File: config.mk
export PLATFORM = sky130hd
export DESIGN_NAME = dmem_resp
export DESIGN_NICKNAME = d
export VERILOG_FILES = /design/src/rtl/dmem_resp.sv
export SDC_FILE = /design/constraint.sdc
export NUM_CORES = 1
export LEC_CHECK = 0
export CORE_MARGIN = 1
export CORE_UTILIZATION = 40
export CTS_BUF_LIST = sky130_fd_sc_hd__clkbuf_16
export DETAILED_ROUTE_END_ITERATION = 6
export GPL_ROUTABILITY_DRIVEN = 0
export PLACE_DENSITY = 0.78
export SLEW_MARGIN = 40
export SYNTH_ARGS = -nofsm -noshare
export SYNTH_HDL_FRONTEND = slang
export SYNTH_SLANG_ARGS = --single-unit
export TNS_END_PERCENT = 20
File: constraint.sdc
create_clock -name clk -period 1.9 [get_ports clk]
set_input_delay 0.19 -clock clk [delete_from_list [all_inputs] [get_ports clk]]
set_output_delay 0.19 -clock clk [all_outputs]
set_load 0.01 [all_outputs]
File: src/rtl/dmem_resp.sv
// Data-memory responder: turns one memrd/memwr request into a single req/ack
// transaction on a variable-latency memory port, stalling the pipeline meanwhile.
module dmem_resp #(
  parameter int ADDR_W  = 16,
  parameter int DATA_W  = 16,
  parameter int TIMEOUT = 15
) (
  input  logic              clk,
  input  logic              rst_n,
  input  logic              memrd,
  input  logic              memwr,
  input  logic [ADDR_W-1:0] addr,
  input  logic [DATA_W-1:0] wdata,
  output logic              stall,
  output logic [DATA_W-1:0] rdata,
  output logic              rvalid,
  output logic              err,
  output logic [1:0]        err_code,
  output logic              mem_req,
  output logic              mem_we,
  output logic [ADDR_W-1:0] mem_addr,
  output logic [DATA_W-1:0] mem_wdata,
  input  logic [DATA_W-1:0] mem_rdata,
  input  logic              mem_ack
);

  localparam int CNT_W = $clog2(TIMEOUT + 1);

  typedef enum logic [1:0] {
    IDLE  = 2'd0,
    ISSUE = 2'd1,
    RESP  = 2'd2
  } state_t;

  state_t              state_q, state_d;
  logic [CNT_W-1:0]    cnt_q, cnt_d;
  logic                mem_req_q, mem_req_d;
  logic                mem_we_q, mem_we_d;
  logic [ADDR_W-1:0]   mem_addr_q, mem_addr_d;
  logic [DATA_W-1:0]   mem_wdata_q, mem_wdata_d;
  logic [DATA_W-1:0]   rdata_q, rdata_d;
  logic                rvalid_q, rvalid_d;
  logic                err_q, err_d;
  logic [1:0]          err_code_q, err_code_d;

  logic req_present;
  logic bad_req;
  logic timeout_hit;

  assign req_present = memrd | memwr;
  assign bad_req     = (memrd & memwr) | addr[0];
  // Counter holds the number of completed ISSUE cycles, so this is the last allowed one.
  assign timeout_hit = (cnt_q == CNT_W'(TIMEOUT - 1));

  always_ff @(posedge clk or negedge rst_n) begin
    if (!rst_n) begin
      state_q <= IDLE;
    end else begin
      state_q <= state_d;
    end
  end

  always_comb begin
    state_d = state_q;
    case (state_q)
      IDLE: begin
        if (req_present) begin
          state_d = bad_req ? RESP : ISSUE;
        end
      end
      ISSUE: begin
        if (mem_ack || timeout_hit) begin
          state_d = RESP;
        end
      end
      RESP:    state_d = IDLE;
      default: state_d = IDLE;
    endcase
  end

  always_comb begin
    stall = ((state_q == IDLE) && req_present) || (state_q == ISSUE);
  end

  always_comb begin
    cnt_d       = cnt_q;
    mem_req_d   = (state_d == ISSUE);
    mem_we_d    = mem_we_q;
    mem_addr_d  = mem_addr_q;
    mem_wdata_d = mem_wdata_q;
    rdata_d     = rdata_q;
    rvalid_d    = 1'b0;
    err_d       = 1'b0;
    err_code_d  = 2'b00;
    case (state_q)
      IDLE: begin
        cnt_d = '0;
        if (req_present) begin
          if (memrd && memwr) begin
            err_d      = 1'b1;
            err_code_d = 2'b11;
          end else if (addr[0]) begin
            err_d      = 1'b1;
            err_code_d = 2'b01;
          end else begin
            mem_we_d    = memwr;
            mem_addr_d  = addr;
            mem_wdata_d = wdata;
          end
        end
      end
      ISSUE: begin
        if (cnt_q != CNT_W'(TIMEOUT)) begin
          cnt_d = cnt_q + CNT_W'(1);
        end
        // Ack takes priority over a timeout landing in the same cycle.
        if (mem_ack) begin
          if (!mem_we_q) begin
            rdata_d  = mem_rdata;
            rvalid_d = 1'b1;
          end
        end else if (timeout_hit) begin
          err_d      = 1'b1;
          err_code_d = 2'b10;
        end
      end
      default: begin
      end
    endcase
  end

  always_ff @(posedge clk or negedge rst_n) begin
    if (!rst_n) begin
      cnt_q       <= '0;
      mem_req_q   <= 1'b0;
      mem_we_q    <= 1'b0;
      mem_addr_q  <= '0;
      mem_wdata_q <= '0;
      rdata_q     <= '0;
      rvalid_q    <= 1'b0;
      err_q       <= 1'b0;
      err_code_q  <= 2'b00;
    end else begin
      cnt_q       <= cnt_d;
      mem_req_q   <= mem_req_d;
      mem_we_q    <= mem_we_d;
      mem_addr_q  <= mem_addr_d;
      mem_wdata_q <= mem_wdata_d;
      rdata_q     <= rdata_d;
      rvalid_q    <= rvalid_d;
      err_q       <= err_d;
      err_code_q  <= err_code_d;
    end
  end

  assign mem_req   = mem_req_q;
  assign mem_we    = mem_we_q;
  assign mem_addr  = mem_addr_q;
  assign mem_wdata = mem_wdata_q;
  assign rdata     = rdata_q;
  assign rvalid    = rvalid_q;
  assign err       = err_q;
  assign err_code  = err_code_q;

endmodule

* Word-level counts from Yosys, hierarchy flattened
Index checks and enable logic that the tools add are counted.
** Word-level totals
- Register bits :: 59
- Input port bits :: 53
- Output and inout bits :: 55
- Word-level logic and storage cells :: 52
** Operators by class
- $add $sub $neg :: 1
- Eq/ne operators :: 5
- Mux-type cells :: 21
- Bitwise gates (word level) :: 6
- Reductions and logical operators :: 9
** Operators by type and width (number)
- 2-bit 2-to-1 mux :: 7
- 1-bit 2-to-1 mux :: 9
- 2-bit case mux with 2 select lines :: 2
- 4-bit case mux with 2 select lines :: 1
- 4-bit by 1-bit adder with 4-bit output (second input constant) :: 1
- 2-bit by 1-bit equality test with 1-bit output (second input constant) :: 2
- 4-bit equality test (second input constant) :: 1
- 4-bit 2-to-1 mux :: 1
- 4-bit inequality test (second input constant) :: 1
- 4-bit AND reduction :: 1
- 1-bit NOT :: 3
- 3-bit AND reduction :: 1
- 1-bit logical AND :: 2
- 2-bit zero test :: 1
- 1-bit logical OR :: 2
- 2-bit by 1-bit inequality test with 1-bit output (second input constant) :: 1
- 1-bit bitwise OR :: 2
- 1-bit case mux with 2 select lines :: 1
- 2-bit AND reduction :: 1
- 2-bit nonzero test :: 1
- 1-bit bitwise AND :: 1

* Logic depth before layout (Yosys ltp)
- Depth in word-level cells :: 6
- Mapped depth :: 5
- Depth with buffers taken out :: 5

* Worst setup path after synthesis
OpenSTA, ideal clock, no wires.
- Path type :: register -> register
- Start point :: register state_q[1]
- End point :: register rdata_q[10], in the netlist rdata[10]
- Library setup time :: 0.125 ns
- Data arrival time :: 1.492 ns
- Data required time :: 1.775 ns
- Slack :: 0.283 ns
- Stages on the path, launching flop included :: 6
- Path buffers :: 2
- Clock period less this slack :: 1.617 ns
- Path through :: dfrtp_1 -> buf_6 -> nand2b_4 -> nor3b_4 -> buf_12 -> mux2_4
** Between the ends
- Word-level cells in the longest chain between the ends :: 2
** RTL lines
- from (decl) :: line 35 : state_t state_q, state_d;
- from (signal assigned) :: line 59 : state_q <= state_d;
- 2-bit by 1-bit equality test with 1-bit output :: line 95 : case (state_q)
- 3-bit AND reduction (no source line)
- to (signal assigned) :: line 149 : rdata_q <= rdata_d;
- to (decl) :: line 41 : logic [DATA_W-1:0] rdata_q, rdata_d;
No other way between the ends.
A chain may end at the register's enable or synchronous reset.

* Worst setup path in the final report
- Start point :: register state_q[0]
- End point :: output port stall
** Between the ends
- Word-level cells in the longest chain between the ends :: 3
- Elaborated cells between the ends (all ways) :: 4
- Those cells by class :: eq/ne: 1; reduce/logical: 3
** RTL lines
- 2-bit zero test :: line 82 : stall = ((state_q == IDLE) && req_present) || (state_q == ISSUE);
- 1-bit logical AND :: line 82
- 1-bit logical OR (*) :: line 82
- to (decl) :: line 14 : output logic stall,
Every way passes the cells marked *; elsewhere a longest branch is shown, timed or not.

==> results.py <==
metrics = {
    "run_status": {
        "outcome": "finished, final reports clean",
    },
    "clock_tree": {
        "clkTransAtPathRegs_ps": 50,
        "clock_latency_ps": 320,
        "cts_tree": "done",
        "cts_setup_buffers": 0,
        "clock-sinks": 59,
        "cts_hold_buf": 1,
        "h-tree-depth": 3,
        "ctsLongestPathBuffers": 2,
        "postCtsResizedCells": 0,
        "cts_root_buf": "clkbuf_16",
        "cts_buffers": 9,
    },
    "power_and_ir_drop": {
        "intPower_uw": 4180,
        "seqPwrFrac_pct": 37.1,
        "ir_drop_mv": 0.714,
        "powerDensity_nw_per_um2": 1520,
        "p_comb_share_pct": 39.6,
        "clockPowerShare_pct": 23.3,
        "p_leak_uw": 0.00164,
        "p_switching_uw": 1580,
        "switching_share_pct": 27.5,
    },
    "critical_path": {
        "path_class": "reg2out",
        "cp-startpoint": "state_q[0]",
        "end_kind": "primary output",
        "slowest_delay_ps": 480,
        "start_kind": "flip-flop",
        "crit_slowest_cell": "dfrtp_1",
        "path_max_fanout": 8,
        "cp_cell_sequence": "nor3_1, nor2_1, clkdlybuf4s50_1",
        "cp.arrival_ps": 1600,
        "crit_required_ps": 1710,
        "reg2reg_from": "state_q[1]",
    },
    "die": {
        "core_area_sq_um": 5610,
        "initial_utilization_pct": 42.5,
        "rows": 27,
        "boundaryPins": 108,
        "dieWidth_microns": 79.2,
        "die_area_sq_um": 6270,
        "fp.dieH_microns": 79.2,
    },
    "cells_and_area": {
        "antennaDiodeCount": 0,
        "final_layout_size_suffix_gt1_share_pct": 24.9,
        "area_delta_synth_final_pct": 59.6,
        "fill_cells": 444,
        "layout.nets": 324,
    },
    "sta": {
        "finalHoldViolations": 0,
        "post-route-period-util_pct": 94.0,
        "skew_ps": 3.65,
        "maxSlewViolCount": 0,
        "period_needed_ps": 1790,
        "layout_setup_ws_ps": 113,
        "max_freq_mhz": 560,
        "setup_tns_ps": 0,
        "setup_violations": 0,
        "relSlewSlack_pct": 66.3,
        "whs_ps": 383,
        "worst_pin_slew_ps": 506,
        "grt_setup_unrepaired": "no",
    },
    "synthesis": {
        "synth_top_cell_area_share_pct": 62.0,
        "yosysSeqAreaShare_pct": 62.0,
        "synth_enable_flop_cells": 0,
        "yosysWarningCount": 0,
        "syn-num-nets": 208,
        "syn_inst": 153,
        "netlist_top_cells_count": "dfrtp_1 (59), mux2_2 (39), mux2_4 (9)",
        "synthTopCellsByArea": "dfrtp_1 (62%), mux2_2 (18%), mux2_4 (5.7%)",
        "post-synth-top-count-cell": "dfrtp_1",
        "async_flop_share_pct": 100,
        "ys.flop_type": "dfrtp_1",
        "synth.largest_area_cell": "dfrtp_1",
        "syn-mean-instance-area_sq_um": 15.6,
        "synth_cell_types": 30,
        "yosys_register_bits": 59,
        "syn-cell-area_sq_um": 2380,
    },
    "grt": {
        "grt_pass1_wl_microns": 8250,
        "antenna_found_initial": 0,
        "grt_overflow": 0,
        "grt_max_degree": 39,
        "grt_pass1_vias": 1723,
        "grt_usage_pct": 17.4,
    },
    "place": {
        "dp_slack_ps": 205,
        "numPortBuffers": 106,
        "hpwlAfterDp_microns": 3580,
    },
    "detailed_routing": {
        "route.vias.total": 1668,
        "wl_microns": 5060,
        "antenna_left": 0,
        "drtIter0Drc": 38,
        "wire_per_inst_microns": 14.7,
        "drcViolationCount": 0,
        "viasPerCell": 4.83,
        "first_pass_iters": 4,
    },
    "worst_hold_path": {
        "min_path_type": "in2async",
    },
    "run": {
        "maxCapViolCount": 0,
    },
}
[routing by layer]
metal	wire, microns	global-route usage (%)	up-vias
met3	362	4.71	9
met2	2400	26.6	69
met4	87	8.73	0
li1	-	-	782
met5	0	0	-
met1	2220	22.6	808
[worst max-delay path, delay by kind of cell, from the launching register on]
| kind | cells | cell delay (ps) |
|---|---|---|
| simple gates | 2 | 320 |
| flops | 1 | 480 |
| buf+inv | 1 | 480 |
[stage by stage]
step / cell area (sq um) / instances / utilization [%] / total power [uW]
3_5_place_dp: 3540 / 329 / 63.2 / 4460
5_1_grt: 3800 / 345 / 67.8 / 6080
3_3_place_gp: 3540 / 329 / 63.2 / 4400
6_report: 3800 / 345 / 67.8 / 5770
4_1_cts: 3800 / 345 / 67.8 / 5850
2_1_floorplan: 2380 / 153 / - / 3090
[path summary, 6_finish.rpt]
check | endpoint | slack [ps] | depth (start not counted)
min in group clk | mem_wdata[2] | 480 | 2
max in group asynchronous | cnt_q[3] | 940 | 3
setup reg to reg | rdata[4] | 320 | 4
hold reg to reg | rdata[1] | 500 | 1
setup / recovery | stall | 110 | 3
hold / removal | rdata[12] | 380 | 2
[placed cells by master (no fill, tap or decap)]
| master | count |
|---|---|
| clkbuf_16 | 9 |
| mux2_2 | 39 |
| clkinv_2 | 2 |
| a211o_1 | 1 |
| o31ai_1 | 4 |
| nor4b_1 | 1 |
| and3_2 | 1 |
| nand3b_2 | 1 |
| conb_1 | 1 |
| nand2_1 | 2 |
| ha_1 | 2 |
| a41oi_1 | 1 |
| dlygate4sd3_1 | 1 |
| nand4_1 | 1 |
| buf_2 | 1 |
| nand3_1 | 2 |
| clkdlybuf4s50_1 | 105 |
| nand2b_4 | 1 |
| xor2_1 | 1 |
| buf_12 | 3 |
| dfrtp_1 | 59 |
| a22o_1 | 1 |
| maj3_1 | 1 |
| nand3b_1 | 2 |
| nor3_1 | 3 |
| nor3b_4 | 1 |
| nor2_1 | 3 |
| o21ai_0 | 2 |
| inv_1 | 4 |
| clkinv_1 | 3 |
| and3_1 | 2 |
| buf_4 | 1 |
| mux2_4 | 9 |
| a21oi_1 | 3 |
[state kept, by name (all words and copies together) (netlist names), 2 cells and up]
register,cells
mem_addr,15
cnt_q,4
err_code,2
rdata,16
mem_wdata,16
state_q,2
[power by group through the flow]
stage                     logic (uW)  clock network (uW)  registers, uW
after floorplan                  718                   0           2380
after CTS                       2320                1390           2140
after global placement          2260                   0           2130
after global routing            2420                1440           2210
final                           2280                1340           2140
after detailed placement        2310                   0           2150
[kinds of logic (layout without fill, tap and decap cells)]
group                      count (synthesis)  in the layout  synth area share, %
DFF                                       59             59                 62.0
buffers and inverters                      9            129                 2.73
other                                      1              1                0.157
AOI/OAI and AO/OA                         12             12                 3.41
adders and majority gates                  3              3                 1.47
muxes                                     48             48                 24.1
and+or+nand+nor                           20             20                 5.78
xor gates and xnor gates                   1              1                0.368
[layout make-up]
type,count,area (sq um),share of cell area [%]
sequential,59,1480,38.8
timing repair buffer,111,1130,29.8
multi-input combinational,85,841,22.1
clock buffer,9,225,5.92
tap,72,90.1,2.37
clock inverter,6,25.0,0.658
inverter,3,11.3,0.296
Power figures use the tool's default switching activity.
